===== src/rtl/regfile_write_arbiter.sv =====
// Register-file write arbiter.
// After reset it clears every architectural register to zero, one id per
// cycle. It then arbitrates between the ALU writeback (A) and the load
// writeback (B) with alternating priority. It drives a registered
// register-file write port and flags out-of-range ids in a sticky error bit.
module regfile_write_arbiter #(
    parameter int REGISTER_FILE_SIZE = 32
) (
    input  logic        clk,
    input  logic        reset_n,
    input  logic        a_valid,
    input  logic [5:0]  a_id,
    input  logic [31:0] a_data,
    output logic        a_ready,
    input  logic        b_valid,
    input  logic [5:0]  b_id,
    input  logic [31:0] b_data,
    output logic        b_ready,
    output logic        rf_write_en,
    output logic [5:0]  rf_write_id,
    output logic [31:0] rf_write_data,
    output logic        busy,
    output logic        range_err
);

    // The counter is one bit wider than an id so that a 64-entry file can
    // still be compared against its size.
    localparam logic [6:0] LAST_CNT = 7'(REGISTER_FILE_SIZE - 1);
    localparam logic [6:0] SIZE_LIM = 7'(REGISTER_FILE_SIZE);
    localparam logic       GRANT_A  = 1'b0;
    localparam logic       GRANT_B  = 1'b1;

    typedef enum logic {
        ST_CLEAR = 1'b0,
        ST_RUN   = 1'b1
    } state_t;

    state_t      state_q, state_d;
    logic [6:0]  clr_cnt_q, clr_cnt_d;
    logic        last_grant_q, last_grant_d;
    logic        rf_write_en_q, rf_write_en_d;
    logic [5:0]  rf_write_id_q, rf_write_id_d;
    logic [31:0] rf_write_data_q, rf_write_data_d;
    logic        range_err_q, range_err_d;

    logic        xfer_s;
    logic [5:0]  sel_id_s;
    logic [31:0] sel_data_s;
    logic        sel_in_range_s;

    // An id addresses a real register only when it is below the file size.
    function automatic logic id_in_range(input logic [5:0] id);
        return ({1'b0, id} < SIZE_LIM);
    endfunction

    // State and write-port registers, with synchronous active-low reset.
    always_ff @(posedge clk) begin
        if (!reset_n) begin
            state_q         <= ST_CLEAR;
            clr_cnt_q       <= 7'd0;
            last_grant_q    <= GRANT_B;
            rf_write_en_q   <= 1'b0;
            rf_write_id_q   <= 6'd0;
            rf_write_data_q <= 32'd0;
            range_err_q     <= 1'b0;
        end else begin
            state_q         <= state_d;
            clr_cnt_q       <= clr_cnt_d;
            last_grant_q    <= last_grant_d;
            rf_write_en_q   <= rf_write_en_d;
            rf_write_id_q   <= rf_write_id_d;
            rf_write_data_q <= rf_write_data_d;
            range_err_q     <= range_err_d;
        end
    end

    // Output decode: busy while clearing, alternating-priority readiness in RUN.
    always_comb begin
        busy    = 1'b1;
        a_ready = 1'b0;
        b_ready = 1'b0;
        if (!reset_n) begin
            busy    = 1'b1;
            a_ready = 1'b0;
            b_ready = 1'b0;
        end else begin
            case (state_q)
                ST_RUN: begin
                    busy    = 1'b0;
                    a_ready = a_valid && (!b_valid || (last_grant_q == GRANT_B));
                    b_ready = b_valid && (!a_valid || (last_grant_q == GRANT_A));
                end
                default: begin
                    busy    = 1'b1;
                    a_ready = 1'b0;
                    b_ready = 1'b0;
                end
            endcase
        end
    end

    // Select the granted requester's id and data for the write port.
    always_comb begin
        xfer_s = a_ready || b_ready;
        if (a_ready) begin
            sel_id_s   = a_id;
            sel_data_s = a_data;
        end else begin
            sel_id_s   = b_id;
            sel_data_s = b_data;
        end
        sel_in_range_s = id_in_range(sel_id_s);
    end

    // Next-state logic for the clear sequence and the arbitrated writes.
    always_comb begin
        state_d         = state_q;
        clr_cnt_d       = clr_cnt_q;
        last_grant_d    = last_grant_q;
        rf_write_en_d   = 1'b0;
        rf_write_id_d   = rf_write_id_q;
        rf_write_data_d = rf_write_data_q;
        range_err_d     = range_err_q;
        case (state_q)
            ST_CLEAR: begin
                rf_write_en_d   = 1'b1;
                rf_write_id_d   = clr_cnt_q[5:0];
                rf_write_data_d = 32'd0;
                clr_cnt_d       = clr_cnt_q + 7'd1;
                if (clr_cnt_q == LAST_CNT) begin
                    state_d = ST_RUN;
                end else begin
                    state_d = ST_CLEAR;
                end
            end
            ST_RUN: begin
                if (xfer_s) begin
                    // Writes to id 0 and to ids outside the file are
                    // accepted and dropped; only out-of-range ids are errors.
                    rf_write_en_d   = (sel_id_s != 6'd0) && sel_in_range_s;
                    rf_write_id_d   = sel_id_s;
                    rf_write_data_d = sel_data_s;
                    range_err_d     = range_err_q || !sel_in_range_s;
                    last_grant_d    = a_ready ? GRANT_A : GRANT_B;
                end else begin
                    rf_write_en_d = 1'b0;
                end
            end
            default: begin
                state_d = ST_CLEAR;
            end
        endcase
    end

    assign rf_write_en   = rf_write_en_q;
    assign rf_write_id   = rf_write_id_q;
    assign rf_write_data = rf_write_data_q;
    assign range_err     = range_err_q;

endmodule


===== config.mk =====
export PLATFORM = sky130hd
export DESIGN_NAME = regfile_write_arbiter
export DESIGN_NICKNAME = d
export VERILOG_FILES = /design/src/rtl/regfile_write_arbiter.sv
export SDC_FILE = /design/constraint.sdc
export NUM_CORES = 1
export LEC_CHECK = 0
export CORE_ASPECT_RATIO = 0.7
export CORE_MARGIN = 2
export CORE_UTILIZATION = 40
export CTS_CLUSTER_DIAMETER = 150
export DETAILED_ROUTE_END_ITERATION = 10
export PLACE_DENSITY = 0.82
export SYNTH_ARGS = -nofsm -noshare
export SYNTH_HDL_FRONTEND = slang
export SYNTH_SLANG_ARGS = --single-unit

===== constraint.sdc =====
create_clock -name clk -period 1.7 [get_ports clk]
set_input_delay 0.17 -clock clk [delete_from_list [all_inputs] [get_ports clk]]
set_output_delay 0.17 -clock clk [all_outputs]
set_load 0.01 [all_outputs]

==> results of run 1 <==
## how the worst max path moves through the flow
stage	startpoint	cells past startpoint	slack, ps	to
floorplan	state_q	5	370	b_ready
global placement	b_valid	6	-10	range_err
detailed placement	a_valid	4	-100	rf_write_id[1]
CTS	reset_n	4	30	b_ready
global route	a_valid	5	20	b_ready
finish	a_valid	5	70	b_ready
## kinds of logic (layout without fill, tap and decap cells)
| family | count (synthesis) | count (layout) |
|---|---|---|
| muxes | 7 | 7 |
| adders and majority gates | 1 | 1 |
| AOI/OAI and AO/OA | 83 | 83 |
| xor gates and xnor gates | 5 | 5 |
| buffers and inverters | 30 | 156 |
| DFF | 49 | 49 |
| and+or+nand+nor | 103 | 103 |
## critical path, delay by kind of cell
kind	cells	cell delay [ps]
simple gates	3	240
buf+inv	2	1040
## registers in the layout (all words and copies together), names as in the netlist
| register | count |
|---|---|
| rf_write_data | 32 |
| rf_write_id | 6 |
| rf_write_en | 1 |
| state_q | 1 |
| last_grant_q | 1 |
| range_err | 1 |
| clr_cnt_q | 7 |
## synth_stat cells (all sizes together)
cell type / count / share of area [%]
and3: 2 / 0.51
nor3: 4 / 0.82
nand3: 4 / 0.82
inv: 3 / 0.46
dfxtp: 49 / 40
nand2b: 1 / 0.36
nor2b: 6 / 1.5
a31oi: 4 / 1.0
clkinv: 1 / 0.21
nor3b: 1 / 0.31
mux2i: 7 / 2.9
nand2: 72 / 11
o211ai: 1 / 0.31
a21oi: 34 / 7.0
o22ai: 6 / 1.5
nand4b: 1 / 0.36
buf: 21 / 6.4
a41o: 1 / 0.41
nor2: 11 / 1.7
o211a: 1 / 0.72
xor2: 1 / 0.36
nand4: 1 / 0.87
a311oi: 32 / 16
xnor2: 4 / 1.4
ha: 1 / 0.51
o21ai: 4 / 0.82
clkbuf: 5 / 0.77
## per-layer routing
layer	vias to the layer above	routed length (um)
li1	1244	-
met1	1120	3294
met2	109	3015
met3	10	630
met4	0	104
met5	-	0
## what timing repair did
action | CTS | global route
gates resized for setup | 2 | 1
hold buffers | 0 | 0
setup endpoints to repair | 2 | 1
cloned | 0 | 0
buffers inserted | 0 | 2
## stage by stage
| stage | instances | hold WS [ps] | worst slack (ps) |
|---|---|---|---|
| 2_1_floorplan | 278 | 329.9 | 371.2 |
| 3_3_place_gp | 469 | 457.0 | -9.717 |
| 3_5_place_dp | 469 | 501.8 | -97.01 |
| 4_1_cts | 477 | 444.0 | 26.28 |
| 5_1_grt | 479 | 321.9 | 22.63 |
| 6_report | 479 | 318.6 | 69.11 |
## final cells by class
| class | count | area (um2) |
|---|---|---|
| multi-input cells | 199 | 1261 |
| clock buffers | 8 | 80.08 |
| well taps | 75 | 93.84 |
| inverters | 4 | 16.27 |
| repair buffers | 144 | 1438 |
| flip-flops and latches | 49 | 984.7 |
| fillers | 498 | 1911 |
## power groups by stage
stage          Sequential [mW]  Clock (mW)  Combinational, mW
2_1_floorplan             1.19           0             0.0752
3_3_place_gp              1.19           0              0.300
3_5_place_dp              1.19           0              0.303
4_1_cts                   1.17       0.675              0.305
5_1_grt                   1.17       0.718              0.326
6_report                  1.17       0.651              0.304
## cells in the final DEF (no fill, tap or decap), types with 2 or more instances in the layout
cell type        count
nand2_1             72
and3_1               2
mux2i_1              7
nand3_1              4
nor2b_1              6
a21oi_1             34
clkdlybuf4s50_1    120
a311oi_1            13
buf_4               18
clkbuf_8             5
nor3_1               4
buf_12               4
o22ai_1              6
a31oi_1              4
inv_1                2
xnor2_1              4
a311oi_2            19
nor2_1              11
clkbuf_1             3
o21ai_0              4
dfxtp_1             48
==> metrics.txt, run 1 <==
fin nets=484; global routing's busiest layer=met2; mux contribution to synthesized area=2.881%; Die Span Y=69.24 um; clock latency on the worst-skew pair=290 ps; initial antenna violation count=0; post-synthesis xor/xnor area fraction=1.800%; antenna-violating nets left=0; RSZ-0062 raised after global routing=no; synthesized area per cell=8.749 um2; clock share of power=30.7%; Post-Synth Adder-Cell Area=0.5144%; I/O Buffers=122; Hold Vio Cnt, Final=0; Setup TNS Final=0 ps; core region area=0.005784 mm2; largest family of logic cells by synthesized area=compound AO/OA/AOI/OAI gates; die area=0.006730 mm2; dpl cell area=0.003775 mm2; R2R setup slack=250 ps; final core utilization=66.97%; Post-Syn Area=0.002432 mm2; CP Cell Sequence=clkdlybuf4s50_1, nand2_1, nand2_1, nor2_1, clkdlybuf4s50_1; Yosys warnings=0; root buffer cell=clkbuf_8; GRT met3 Usage=6.855%; GRT met1 Usage=27.23%; post-DR wirelength/cell=14.71 um; Sw Pwr=0.4654 mW; clock-pin slew on the worst setup and hold paths=80 ps; cts bufs inserted=5; hold path depth=3; Combinational Power Share=14.3%; WS Path Type=in -> out; worst hold start=reset_n; diode count=0; leakage=1.409 nW; met2 Track Usage GR=31.71%; post-synthesis sequential area ratio=40.33%; HPWL after detailed placement=5.328 mm; GR Util All Layers=20.64%; Worst R2R End=clr_cnt_q[5]; Final Instance Area=0.003874 mm2; layout cell share with drive strength beyond 1=12.87%; Rel. slew slack=48.46%; Worst R2R Start=state_q; worst stage delay on the critical path=530 ps; number of synthesized register bits=49; number of I/O pins=123; Crit Path Max Fanout=4; Mapped Nets=359; WP data arrival=1460 ps; Cell Rows=23; Fin Clk Skew=6.292 ps; Slew Limit Fails=0; Least-Margin Pin Slew=769.7 ps; routed wire length=7.046 mm; gpl congestion=0.7902; final setup vio count=0; Net Sw Frac=21.94%; largest net degree at the start of global routing=36; CTS tree=done; Final Cycle Share=95.93%; CP max stage cell=clkdlybuf4s50_1; CP required=1530 ps; Synth Area in Simple Gates=18.42%; # clock sinks=49; DRC viols=0; number of global-route vias before repair=2367; Syn Inst Count=278; VDD IR-drop max=0.3210 mV; htree depth=2; initial core utilization=42.05%; Reg power frac=55.0%; Cell Int Power=1.656 mW; Die Wd=97.21 um; FMAX=613.2 MHz; Crit. End Element=output port; Synth Area in Compound Gates=28.24%; initial drt markers=95; via count=2483; pwr dens=547.7 mW/mm2; min-delay worst type=in -> reg; Area growth, synth to finish=59.26%; vias per cell=5.184; Overflow after GRT=0; Max Root-Sink Buffers=2; MaxCap Viol Count=0; minimum clock period after layout=1631 ps; Worst setup SP type=input port; Synth cell types=32; Min-Delay Endpoint=last_grant_q; Power Total=2.122 mW; Register-to-Register Path Depth=6; TritonRoute pass-1 iters=6; run status=complete, no violations; first-pass GRT wire length=11.32 mm
Note: power is estimated with default switching activity, not from simulation.
==> run 2, diff against run 1 <==
Settings changed: PLACE_DENSITY 0.82 to 0.87.
==> run 2 against run 1 <==
Critical path depth shrank 2. Clock skew grew 5.8 ps. Power rose by 2.9%. Wire length fell by 0.78%. Design area fell by 0.19%. Critical path type is now reg -> out. Largest power group unchanged. Highest routed layer unchanged.
==> metrics.txt, run 2 (synthesis results as in run 1) <==
run status=complete, no violations; core region area=0.005784 mm2; Area growth, synth to finish=58.95%; cts bufs inserted=5; Max Root-Sink Buffers=2; VDD IR-drop max=0.3236 mV; final setup vio count=0; Power Total=2.184 mW; clock latency on the worst-skew pair=300 ps; CP max stage cell=clkdlybuf4s50_1; routed wire length=6.991 mm; clock-pin slew on the worst setup and hold paths=100 ps; gpl congestion=0.8485; WS Path Type=reg -> out; fin nets=480; root buffer cell=clkbuf_8; die area=0.006730 mm2; number of global-route vias before repair=2372; minimum clock period after layout=1613 ps; CP required=1530 ps; WP data arrival=1440 ps; layout cell share with drive strength beyond 1=12.75%; CP Buf/Inv Count=2; Die Wd=97.21 um; Inst Count DP=467; GR Util All Layers=20.43%; Die Span Y=69.24 um; Slew Limit Fails=0; MaxCap Viol Count=0; max FFs per register=32; Least-Margin Pin Slew=305.7 ps; initial drt markers=83; Hold Vio Cnt, Final=0; # clock sinks=49; vias per cell=5.187; CTS tree=done; RSZ-0062 raised after global routing=no; initial core utilization=42.05%; largest net degree at the start of global routing=39; dpl cell area=0.003772 mm2; Filler Cells Inserted=464; first-pass GRT wire length=11.31 mm; initial antenna violation count=0; final core utilization=66.84%; DRC viols=0; Hold WS=425.8 ps; htree depth=2; Crit. End Element=output port; Final Non-Filler Cells=475; worst stage delay on the critical path=460 ps; Rel. slew slack=79.04%; CP top delay family=buffers and inverters; diode count=0; number of I/O pins=123; pwr dens=564.8 mW/mm2; leakage=1.405 nW; antenna-violating nets left=0; post-DR wirelength/cell=14.72 um; Final Instance Area=0.003866 mm2; hold bufs inserted after CTS=0; via count=2464; Overflow after GRT=0; most frequent cells in the layout=120 x clkdlybuf4s50_1, 72 x nand2_1, 48 x dfxtp_1, 34 x a21oi_1, 19 x a311oi_2; Worst setup SP type=flop; I/O Buffers=122; FMAX=619.8 MHz; Fin Clk Skew=12.11 ps; TritonRoute pass-1 iters=4; Cell Rows=23; CP Cell Sequence=nand2_1, buf_4, clkdlybuf4s50_1; Crit Path Max Fanout=13; min-delay worst type=in -> reg; postcts setup bufs=0; Final Cycle Share=94.91%; HPWL after detailed placement=5.195 mm; commonest non-fill, non-tap cell in the layout=clkdlybuf4s50_1
run 2: final timing paths:
kind,from,end,slack [ps],depth (start not counted)
max,state_q,busy,90,3
min,a_data[1],rf_write_data[1],430,3
max reg2reg,last_grant_q,rf_write_data[19],210,6
min reg2reg,range_err,range_err,480,2
run 2: cell type report:
class                      instances  area (um2)  share of cell area (%)
clock buffer                       5       68.82                   1.780
clock inverter                     3       21.27                  0.5502
sequential                        49       984.7                   25.47
timing repair buffer             140        1420                   36.73
tap                               75       93.84                   2.427
inverter                           4       16.27                  0.4207
multi-input combinational        199        1261                   32.62
run 2: worst reg2reg max path: stages, from the launching register on:
cell and delay, ps:
dfxtp_1 380, nand2b_2 160, nand4_4 140, clkinv_2 90, buf_4 240, nand2_1 100, a311oi_1 310
run 2: report_power, final:
| group | internal [mW] | switching (mW) | total (mW) |
|---|---|---|---|
| Sequential | 1.16 | 0.00888 | 1.17 |
| Clock | 0.293 | 0.417 | 0.710 |
| Combinational | 0.210 | 0.0978 | 0.308 |
| Total | 1.66 | 0.523 | 2.18 |
run 2: metal layers:
layer	GRT usage, %	wire length (um)	vias up
li1	-	-	1235
met3	9.274	708	5
met2	32.48	3097	93
met1	25.74	3132	1131
met4	4.225	52	0
met5	0	0	-
run 2: stage by stage:
step | setup TNS [ps] | worst slack, ps
2_1_floorplan | 0 | 371.2
4_1_cts | 0 | 0.9179
3_3_place_gp | 0 | 18.75
5_1_grt | 0 | 45.73
3_5_place_dp | -546.2 | -112.3
6_report | 0 | 86.61
run 2: repair_timing:
item	CTS	global route
endpoints found under the setup margin	3	1
pin swaps	0	0
hold endpoints to repair	0	0
resized for setup	2	1
